## src/rtl/fft_twiddle_gen.sv

```systemverilog
// Twiddle-factor producer for the radix-2 butterfly: streams W = w_r + j*w_i for one
// stage over valid/ready, folded from a quarter-wave cosine table.
module fft_twiddle_gen #(
  parameter int LOG2N = 6
) (
  input  logic             clk,
  input  logic             rst,
  input  logic             start,
  input  logic [2:0]       stage,
  input  logic             inv,
  output logic             busy,
  output logic             tw_valid,
  input  logic             tw_ready,
  output logic [9:0]       w_r,
  output logic [9:0]       w_i,
  output logic [LOG2N-2:0] tw_idx,
  output logic             tw_last
);

  localparam int JW   = LOG2N - 1;
  localparam int E_SH = 6 - LOG2N;
  localparam logic [JW-1:0] J_LAST = '1;

  generate
    if (LOG2N < 4 || LOG2N > 6) begin : g_bad_log2n
      $error("fft_twiddle_gen: LOG2N must be in 4..6");
    end
  endgenerate

  typedef enum logic {IDLE, RUN} state_t;

  state_t          state_q, state_d;
  logic [2:0]      stage_q, stage_d;
  logic            inv_q, inv_d;
  logic [JW-1:0]   idx_q, idx_d;
  logic [9:0]      wr_q, wr_d, wi_q, wi_d;
  logic            last_q, last_d;
  logic            load, adv, fin;

  // round(256*cos(2*pi*m/64)), m = 0..16
  function automatic logic [9:0] qrom(input logic [4:0] m);
    case (m)
      5'd0:  qrom = 10'd256;
      5'd1:  qrom = 10'd255;
      5'd2:  qrom = 10'd251;
      5'd3:  qrom = 10'd245;
      5'd4:  qrom = 10'd237;
      5'd5:  qrom = 10'd226;
      5'd6:  qrom = 10'd213;
      5'd7:  qrom = 10'd198;
      5'd8:  qrom = 10'd181;
      5'd9:  qrom = 10'd162;
      5'd10: qrom = 10'd142;
      5'd11: qrom = 10'd121;
      5'd12: qrom = 10'd98;
      5'd13: qrom = 10'd74;
      5'd14: qrom = 10'd50;
      5'd15: qrom = 10'd25;
      default: qrom = 10'd0;
    endcase
  endfunction

  // Twiddle for the index about to be loaded (j=0 on start, idx+1 on advance)
  logic [JW-1:0] tj;
  logic [2:0]    ts, sh;
  logic          ti, e_hi;
  logic [4:0]    j5, mask5, k5, e5, qa, qb;
  logic [9:0]    tw_r, tw_i;

  always_comb begin
    tj    = load ? '0 : idx_q + JW'(1);
    ts    = load ? stage : stage_q;
    ti    = load ? inv : inv_q;
    j5    = 5'(tj);
    sh    = 3'(JW) - ts;
    mask5 = ~(5'h1f << sh);
    k5    = (j5 & mask5) << ts;
    e5    = k5 << E_SH;
    e_hi  = e5 > 5'd16;
    // Second quadrant folds onto 32-e for cosine; sine index is |e-16|
    qa    = e_hi ? 5'd0 - e5 : e5;
    qb    = e_hi ? e5 - 5'd16 : 5'd16 - e5;
    tw_r  = e_hi ? -qrom(qa) : qrom(qa);
    tw_i  = ti ? qrom(qb) : -qrom(qb);
  end

  always_ff @(posedge clk) begin
    if (rst) state_q <= IDLE;
    else     state_q <= state_d;
  end

  always_comb begin
    state_d = state_q;
    case (state_q)
      IDLE: if (start && stage < 3'(LOG2N)) state_d = RUN;
      RUN:  if (tw_ready && last_q) state_d = IDLE;
      default: state_d = IDLE;
    endcase
  end

  always_comb begin
    load = (state_q == IDLE) && start && (stage < 3'(LOG2N));
    adv  = (state_q == RUN) && tw_ready && !last_q;
    fin  = (state_q == RUN) && tw_ready && last_q;
  end

  always_comb begin
    stage_d = stage_q;
    inv_d   = inv_q;
    idx_d   = idx_q;
    wr_d    = wr_q;
    wi_d    = wi_q;
    last_d  = last_q;
    if (load) begin
      stage_d = stage;
      inv_d   = inv;
    end
    if (load || adv) begin
      idx_d  = tj;
      wr_d   = tw_r;
      wi_d   = tw_i;
      last_d = (tj == J_LAST);
    end else if (fin) begin
      last_d = 1'b0;
    end
  end

  always_ff @(posedge clk) begin
    if (rst) begin
      stage_q <= '0;
      inv_q   <= 1'b0;
      idx_q   <= '0;
      wr_q    <= '0;
      wi_q    <= '0;
      last_q  <= 1'b0;
    end else begin
      stage_q <= stage_d;
      inv_q   <= inv_d;
      idx_q   <= idx_d;
      wr_q    <= wr_d;
      wi_q    <= wi_d;
      last_q  <= last_d;
    end
  end

  assign busy     = (state_q == RUN);
  assign tw_valid = (state_q == RUN);
  assign w_r      = wr_q;
  assign w_i      = wi_q;
  assign tw_idx   = idx_q;
  assign tw_last  = last_q;

endmodule

```

## config.mk

```make
export PLATFORM = sky130hd
export DESIGN_NAME = fft_twiddle_gen
export DESIGN_NICKNAME = d
export VERILOG_FILES = /design/src/rtl/fft_twiddle_gen.sv
export SDC_FILE = /design/constraint.sdc
export NUM_CORES = 1
export LEC_CHECK = 0
export ABC_AREA = 1
export CAP_MARGIN = 40
export CORE_MARGIN = 1.5
export CORE_UTILIZATION = 60
export CTS_CLUSTER_DIAMETER = 80
export CTS_CLUSTER_SIZE = 8
export DETAILED_ROUTE_END_ITERATION = 8
export PLACE_DENSITY = 0.86
export SYNTH_ARGS = -nofsm -noshare
export SYNTH_HDL_FRONTEND = slang
export SYNTH_SLANG_ARGS = --single-unit
```

## constraint.sdc

```tcl
create_clock -name clk -period 8.8 [get_ports clk]
set_input_delay 1.76 -clock clk [delete_from_list [all_inputs] [get_ports clk]]
set_output_delay 1.76 -clock clk [all_outputs]
set_load 0.05 [all_outputs]
```

# Yosys cells after proc, flatten, opt, wreduce, memory -nomap -nowiden
# Memory sizes are Yosys's and may differ from the RTL's.
# Cells that the tools add are included.
# classes
addsub	7
mul	0
div_mod_pow	0
magnitude_cmp	2
eq_ne	1
shift	2
mux	16
bitwise_logic	3
n_reduce_logical	10
# op_table
operator	n
10-bit 2-to-1 mux	6
10-bit negation	2
5-bit 2-to-1 mux	3
1-bit logical AND	7
5-bit by 1-bit adder with 5-bit output, second input constant	1
5-bit AND	1
5-bit equality test, second input constant	1
5-bit greater-than comparator, second input constant	1
1-bit 2-to-1 mux	5
5-bit inverter	1
5-bit by 3-bit left shift with 5-bit output	1
5-bit by 3-bit left shift with 5-bit output, first input constant	1
1-bit by 5-bit subtractor with 5-bit output, first input constant	1
5-bit subtractor, first input constant	1
5-bit subtractor, second input constant	1
3-bit less-than comparator, second input constant	1
3-bit 2-to-1 mux	1
3-bit subtractor, first input constant	1
1-bit one-hot mux with 2 select lines	1
2-bit nonzero test	1
1-bit logical NOT	1
1-bit logical OR	1
1-bit inverter	1
# word_totals
ff_bits	31
latchBits	0
mem_bits_rw	0
romBits	576
output_inout_bits	28
elab_cells	52
n_memories	4
# mem_list
name	depth	word_bits	rd	rd_clocked_by_memory_dff	wr	line_no	rtl
(name not given)	16	9	1	0	0	42	case (m)
(name not given)	16	9	1	0	0	42	
(name not given)	16	9	1	0	0	42	
(name not given)	16	9	1	0	0	42	

# Logic depth before layout (Yosys ltp)
# Gate-level depths: netlist of the first run.
# An unclocked memory read counts as a cell.
# depth
word_depth	15
mapped_depth	30
depth_no_buf	30

# Least setup slack after synthesis of the first run
# Ideal clock, no wire load.
# synth_path
kind	input to register
from	in start
to	reg wr_q[5], in the netlist w_r[5]
setup_time_ns	0.114
t_arrival_ns	4.429
t_required_ns	8.686
slack_ns	4.258
cell_stages	24
n_path_buf	1
path_cell_list	inv_2 > nor2_4 > nand2_2 > buf_6 > nand4_1 > nor2_2 > inv_1 > ha_1 > nand3_4 > nand2_4 > nand2_1 > nand2_1 > ha_1 > inv_1 > nand2_1 > nand3_2 > nand3_2 > nand3_4 > nand2_4 > nand2_2 > nand2_1 > nand2_1 > o21bai_1 > inv_1
# synth_via
elab_chain_len	14
word_cells_on_any_way	19
cone_classes	3 x add/sub; 1 x order compare; 2 x shift; 6 x mux; 2 x bitwise; 3 x reduce/logical; 2 x memory
# synth_rtl
element	line_no	rtl
start: declaration	8	input logic start,
1-bit logical AND (*) (2 in series)	102	load = (state_q == IDLE) && start && (stage < 3'(LOG2N));
3-bit 2-to-1 mux	n/a	
3-bit subtractor	75	sh = 3'(JW) - ts;
5-bit by 3-bit left shift with 5-bit output	76	mask5 = ~(5'h1f << sh);
5-bit inverter	76	
5-bit AND	77	k5 = (j5 & mask5) << ts;
5-bit by 3-bit left shift with 5-bit output	77	
1-bit by 5-bit subtractor with 5-bit output or 5-bit greater-than comparator (tied branches)	81, 79	
5-bit 2-to-1 mux	81	qa = e_hi ? 5'd0 - e5 : e5;
memory read 16 x 9 bit	n/a	
10-bit 2-to-1 mux	42	
10-bit negation	83	tw_r = e_hi ? -qrom(qa) : qrom(qa);
10-bit 2-to-1 mux	83	
end signal: assignment	140	wr_q <= wr_d;
end: declaration	36	logic [9:0] wr_q, wr_d, wi_q, wi_d;
# Every way passes the cells marked *; elsewhere a longest branch is shown, timed or not.
# A chain may end at the register's enable or synchronous reset.

# Final worst setup path of the first run
# layout_path
from	in start
to	reg wr_q[3], in the netlist w_r[3]
# The elaborated chain is that of the path after synthesis.

==> flow_metrics.env, run 1 <==
export IMPL_worst_pin_slew_ns=0.552
export IMPL_finish_utilization_pct=73.2
export IMPL_min_path_type="reg -> reg"
export IMPL_finalCriticalPeriod_ns=5.46
export IMPL_status="completed"
export IMPL_grt_util_all_layers_pct=28.1
export IMPL_tns_ns=0
export IMPL_crit_fanout=15
export IMPL_hold_depth=2
export IMPL_synth_top_area_cell="dfxtp_1"
export IMPL_dp_hpwl_um=4930
export IMPL_ff2ff_path_depth=22
export IMPL_route_detailed_drc=0
export IMPL_clkTransAtPathRegs_ns=0.07
export IMPL_leakage_nw=1.61
export IMPL_clk_path_buf_depth=2
export IMPL_wl_um=6620
export IMPL_syn_inst=432
export IMPL_hp_start="w_i[9]"
export IMPL_fin_nets=483
export IMPL_cts_tree="yes"
export IMPL_die_height_um=70.1
export IMPL_rows=24
export IMPL_ys_ff_latch=31
export IMPL_synth_top_cell_area_share_pct=23.0
export IMPL_ant_nets=0
export IMPL_mostFrequentLayoutCell="nand2_1"
export IMPL_grt_pass1_wl_um=11600
export IMPL_post_place_cells=510
export IMPL_yosysSeqAreaShare_pct=23.0
export IMPL_finClkSkew_ns=0.00333
export IMPL_routabilityCongestion=0.910
export IMPL_end_kind="flop"
export IMPL_sw_frac_of_total_pct=51.2
export IMPL_ys_types=35
export IMPL_fmax_ghz=0.183
export IMPL_finalInstanceArea_um2=3190
export IMPL_worstPathRequired_ns=8.99
export IMPL_synthTopCellsByArea="dfxtp_1 23%, nand2_1 17%, nand3_1 8.9%"
export IMPL_hold_slack_ns=0.485
export IMPL_vias_per_cell=5.53
export IMPL_clk_latency_ns=0.29
export IMPL_cellInternalPower_mw=0.438
export IMPL_drive_gt1_share_pct=14.8
export IMPL_p_per_area_nw_per_um2=281
export IMPL_arrival_ns=5.65
export IMPL_htreeDepth=2
export IMPL_drtIter0Drc=163
export IMPL_crit_type="in -> reg"
export IMPL_antenna_found_initial=0
export IMPL_p_sw_mw=0.459
export IMPL_cts_hold_buffers_added=0
export IMPL_die_area_um2=4910
export IMPL_root_buffer="clkbuf_8"
export IMPL_cts_resized=0
export IMPL_setup_violations=0
export IMPL_cts_buffers=5
export IMPL_die_x_um=70.1
export IMPL_layout_common_cells="120 x nand2_1, 48 x inv_1, 48 x nand3_1"
export IMPL_core_um2=4350
export IMPL_period_share_pct=62.0
export IMPL_start_util_pct=62.0
export IMPL_reg2reg_slack_ns=4.82
export IMPL_ys_warn_count=0
export IMPL_synth_avg_cell_area_um2=6.24
export IMPL_syn_num_nets=450
export IMPL_r2r_start="busy"
export IMPL_post_dp_cell_area_um2=3070
export IMPL_start_kind="primary input"
export IMPL_cts_setup_buffers=0
export IMPL_comb_power_share_pct=64.0
export IMPL_clkPwrFrac_pct=16.5
export IMPL_routed_via_count=2866
export IMPL_vdd_ir_drop_max_mv=0.138
export IMPL_diodes=0
export IMPL_grt_max_degree=43
export IMPL_rsz0062_at_grt="no"
export IMPL_maxCapViolCount=0
export IMPL_min_to="w_i[9]"
export IMPL_syn_cell_area_um2=2700
export IMPL_worstReg2RegEnd="w_r[3]"
export IMPL_hold_viol=0
export IMPL_layout_cells_non_filler=518
export IMPL_slew_viol_final=0
export IMPL_grt_overflow_total=0
export IMPL_grt_pass1_vias=2697
export IMPL_port_buffers=35
export IMPL_cts_sinks=31
export IMPL_wire_per_inst_um=12.8
export IMPL_seqPwrFrac_pct=19.5
export IMPL_first_pass_iters=6
export IMPL_slew_headroom_pct=63.1
export IMPL_ios=36
export IMPL_syn_to_final_growth_pct=18.1
==> flip-flops by register name, summed over array words and instances, names as in the netlist <==
name     flops
w_r         10
w_i         10
tw_idx       5
tw_last      1
busy         1
inv_q        1
stage_q      3
==> cell usage after synthesis <==
library cell	count
nand2_4	4
nand3b_4	1
buf_4	1
inv_4	1
o211ai_1	3
nor2_1	30
o21ai_1	2
xnor2_1	2
buf_6	2
o21bai_1	3
or2_2	1
o21ai_0	27
clkinv_1	2
nor2_4	2
nor3_1	4
o22ai_2	1
nand4_1	6
inv_1	48
nand3_1	48
dfxtp_1	31
clkbuf_1	8
nand3_4	2
o21ai_4	1
a31oi_1	4
o21ai_2	2
xor2_1	2
inv_2	6
o211ai_2	1
nor2_2	5
nand2_1	120
nand3_2	11
a21oi_1	19
nand2_2	20
ha_1	10
a211oi_1	2
==> through the flow <==
step	worst slack (ns)	total power, mW
2_1_floorplan	4.26	0.624
3_3_place_gp	3.35	0.728
3_5_place_dp	3.13	0.741
4_1_cts	3.35	0.891
5_1_grt	3.00	0.967
6_report	3.34	0.897
==> cells by family (layout without fill, tap and decap cells) <==
group           count (synthesis)  after routing  synth area share (%)
buf+inv                        68            102                  10.3
xor+xnor                        4              4                  1.30
compound gates                 65             65                  14.2
flops                          31             31                  23.0
fa+ha+maj                      10             10                  4.64
simple gates                  254            254                  46.6
==> worst max-delay path by stage <==
stage          startpoint      to  slack [ns]  cells after the start
5_1_grt             start  w_r[3]        3.00                     22
3_5_place_dp        start  w_r[3]        3.13                     22
6_report            start  w_r[3]        3.34                     22
3_3_place_gp     stage[1]  w_r[3]        3.35                     21
2_1_floorplan       start  w_r[5]        4.26                     24
4_1_cts             start  w_r[3]        3.35                     22
==> area by class of cell <==
cell class / instances / area (µm²)
flip-flops and latches: 31 / 621
well taps: 52 / 65.1
clock buffers: 6 / 82.6
fillers: 356 / 1170
inverters: 57 / 216
clock inverters: 2 / 35.0
multi-input cells: 333 / 1800
repair buffers: 37 / 363
==> power by group through the flow <==
stage	Clock, mW	Combinational [mW]	Sequential [mW]
2_1_floorplan	0	0.377	0.247
3_3_place_gp	0	0.551	0.177
3_5_place_dp	0	0.563	0.178
4_1_cts	0.148	0.568	0.175
5_1_grt	0.153	0.636	0.177
6_report	0.148	0.574	0.175
==> metal layers <==
layer	up-vias	share of wire [%]	global-route usage (%)
met5	-	0	0
met4	0	1.5	9.19
met3	10	5.2	4.47
met2	89	46	47.7
met1	1300	47	36.4
li1	1467	-	-
==> worst max-delay path, stage by stage <==
cell	delay [ns]
clkdlybuf4s50_1	0.50
inv_2	0.12
nor2_4	0.05
nand2_2	0.22
nand4_1	0.19
nor2_2	0.42
inv_1	0.24
ha_1	0.33
nand3_4	0.13
nand2_4	0.14
nand2_1	0.11
nand2_1	0.13
ha_1	0.31
inv_1	0.04
a21oi_1	0.18
nand3_2	0.18
nand3_4	0.14
nand2_4	0.07
a21oi_1	0.13
o21ai_1	0.12
nand2_1	0.08
inv_1	0.04
Note: power is estimated with default switching activity, not from simulation.
==> inputs of run 2 (changes only) <==
--- a/config.mk
+++ b/config.mk
@@ -8,11 +8,11 @@
 export ABC_AREA = 1
 export CAP_MARGIN = 40
 export CORE_MARGIN = 1.5
-export CORE_UTILIZATION = 60
+export CORE_UTILIZATION = 56
 export CTS_CLUSTER_DIAMETER = 80
 export CTS_CLUSTER_SIZE = 8
 export DETAILED_ROUTE_END_ITERATION = 8
-export PLACE_DENSITY = 0.86
+export PLACE_DENSITY = 0.81
 export SYNTH_ARGS = -nofsm -noshare
 export SYNTH_HDL_FRONTEND = slang
 export SYNTH_SLANG_ARGS = --single-unit
==> constraint.sdc (replaced) <==
create_clock -name clk -period 5.1 [get_ports clk]
set_input_delay 1.02 -clock clk [delete_from_list [all_inputs] [get_ports clk]]
set_output_delay 1.02 -clock clk [all_outputs]
set_load 0.05 [all_outputs]
==> run 2 against run 1 <==
- total power rose by 72%
- worst setup slack got worse by 2.6 ns
- critical path depth grew 2
- non-clock buffer count up 1
- critical path type unchanged
- largest cell class unchanged
- largest power group unchanged
==> flow_metrics.env, run 2 (synthesis gave the netlist of run 1 again) <==
export IMPL_maxCapViolCount=0
export IMPL_clkTransAtPathRegs_ns=0.07
export IMPL_route_detailed_drc=0
export IMPL_root_buffer="clkbuf_8"
export IMPL_cts_tree="yes"
export IMPL_min_path_type="reg -> reg"
export IMPL_cts_buffers=5
export IMPL_wl_um=6540
export IMPL_start_util_pct=57.5
export IMPL_cts_resized=0
export IMPL_finish_utilization_pct=68.2
export IMPL_core_um2=4690
export IMPL_first_pass_iters=5
export IMPL_hold_viol=0
export IMPL_grt_pass1_vias=2507
export IMPL_r2r_start="busy"
export IMPL_cts_setup_buffers=0
export IMPL_die_area_um2=5240
export IMPL_hold_slack_ns=0.465
export IMPL_cts_sinks=31
export IMPL_syn_to_final_growth_pct=18.6
export IMPL_finClkSkew_ns=0.00426
export IMPL_fmax_ghz=0.230
export IMPL_clk_latency_ns=0.28
export IMPL_setup_violations=0
export IMPL_die_x_um=72.4
export IMPL_ios=36
export IMPL_arrival_ns=4.53
export IMPL_htreeDepth=2
export IMPL_layout_common_cells="120 x nand2_1, 48 x inv_1, 48 x nand3_1"
export IMPL_routed_via_count=2860
export IMPL_cts_hold_buffers_added=0
export IMPL_post_place_ws_ns=0.521
export IMPL_grt_max_degree=42
export IMPL_rsz0062_at_grt="no"
export IMPL_setup_ws_ns=0.758
export IMPL_antenna_found_initial=0
export IMPL_tns_ns=0
export IMPL_dp_hpwl_um=4860
export IMPL_diodes=0
export IMPL_grt_util_all_layers_pct=26.2
export IMPL_grt_pass1_wl_um=11100
export IMPL_finalCriticalPeriod_ns=4.34
export IMPL_die_height_um=72.4
export IMPL_hp_start="w_i[9]"
export IMPL_crit_type="in -> reg"
export IMPL_worst_pin_slew_ns=0.551
export IMPL_routabilityCongestion=0.887
export IMPL_rows=25
export IMPL_p_per_area_nw_per_um2=483
export IMPL_end_kind="flop"
export IMPL_clk_path_buf_depth=2
export IMPL_fin_nets=484
export IMPL_port_buffers=35
export IMPL_drive_gt1_share_pct=15.0
export IMPL_drtIter0Drc=194
export IMPL_vdd_ir_drop_max_mv=0.265
export IMPL_vias_per_cell=5.49
export IMPL_period_share_pct=85.1
export IMPL_worstPathRequired_ns=5.28
export IMPL_mostFrequentLayoutCell="nand2_1"
export IMPL_slew_headroom_pct=63.2
export IMPL_status="completed"
export IMPL_ant_nets=0
export IMPL_num_fill_cells=411
export IMPL_crit_fanout=15
export IMPL_start_kind="primary input"
export IMPL_grt_overflow_total=0
export IMPL_leakage_nw=1.61
export IMPL_crit_start="stage[1]"
export IMPL_wire_per_inst_um=12.6
export IMPL_slew_viol_final=0
run 2: changes by cell type in the layout (fill, tap and decap cells not counted):
| cell | delta |
|---|---|
| buf_4 | +2 |
| buf_2 | -1 |
run 2: metal layers:
layer / share of wire [%] / GRT usage (%) / vias up
met4: 0.96 / 7.13 / 0
met1: 50 / 35.7 / 1299
met2: 45 / 42.8 / 81
li1: - / - / 1467
met3: 3.9 / 4.72 / 13
met5: 0 / 0 / -
run 2: final cells by class:
class / instances / area (µm²) / area share (%)
multi-input cells: 333 / 1800 / 56.4
well taps: 54 / 67.6 / 2.11
repair buffers: 38 / 373 / 11.7
flip-flops and latches: 31 / 621 / 19.4
clock inverters: 2 / 35.0 / 1.10
clock buffers: 6 / 82.6 / 2.58
inverters: 57 / 216 / 6.77
run 2: critical path, stage by stage:
cell	delay (ns)
clkdlybuf4s50_1	0.51
nand2_1	0.13
nand2_2	0.24
nand2_1	0.17
o22ai_2	0.19
nand2_1	0.15
ha_1	0.28
nand3_4	0.13
nand2_4	0.14
nand2_1	0.11
nand2_1	0.15
ha_1	0.33
inv_1	0.07
nand2_1	0.10
nand2_1	0.08
nand2_1	0.04
nand3_1	0.13
inv_1	0.11
nor2_2	0.16
nor2_1	0.05
nand2_1	0.06
nand3_1	0.08
nand2_1	0.08
inv_1	0.03
run 2: final timing paths:
path	slack (ns)	cells after the start	end
max	0.76	24	w_r[4]
min	0.47	2	w_i[9]
max reg2reg	1.56	25	w_r[4]
min reg2reg	0.47	2	w_i[9]
run 2: metrics by stage:
stage | power [mW] | cell area [µm²] | std cells
finish | 1.55 | 3200 | 521
global route | 1.67 | 3200 | 521
CTS | 1.54 | 3200 | 521
detailed placement | 1.28 | 3080 | 513
global placement | 1.27 | 3080 | 513
floorplan | 1.08 | 2700 | 432
run 2: power breakdown:
part           internal (mW)  switching, mW  total [mW]
clock network          0.158         0.0946       0.253
registers              0.280         0.0220       0.302
logic                  0.320          0.672       0.992
==> inputs of run 3 (changes only) <==
--- a/config.mk
+++ b/config.mk
@@ -9,7 +9,6 @@
 export CAP_MARGIN = 40
 export CORE_MARGIN = 1.5
 export CORE_UTILIZATION = 56
-export CTS_CLUSTER_DIAMETER = 80
 export CTS_CLUSTER_SIZE = 8
 export DETAILED_ROUTE_END_ITERATION = 8
 export PLACE_DENSITY = 0.81
==> results of run 3 <==
No change in the layout: final DEF, timing and power equal those of run 2.
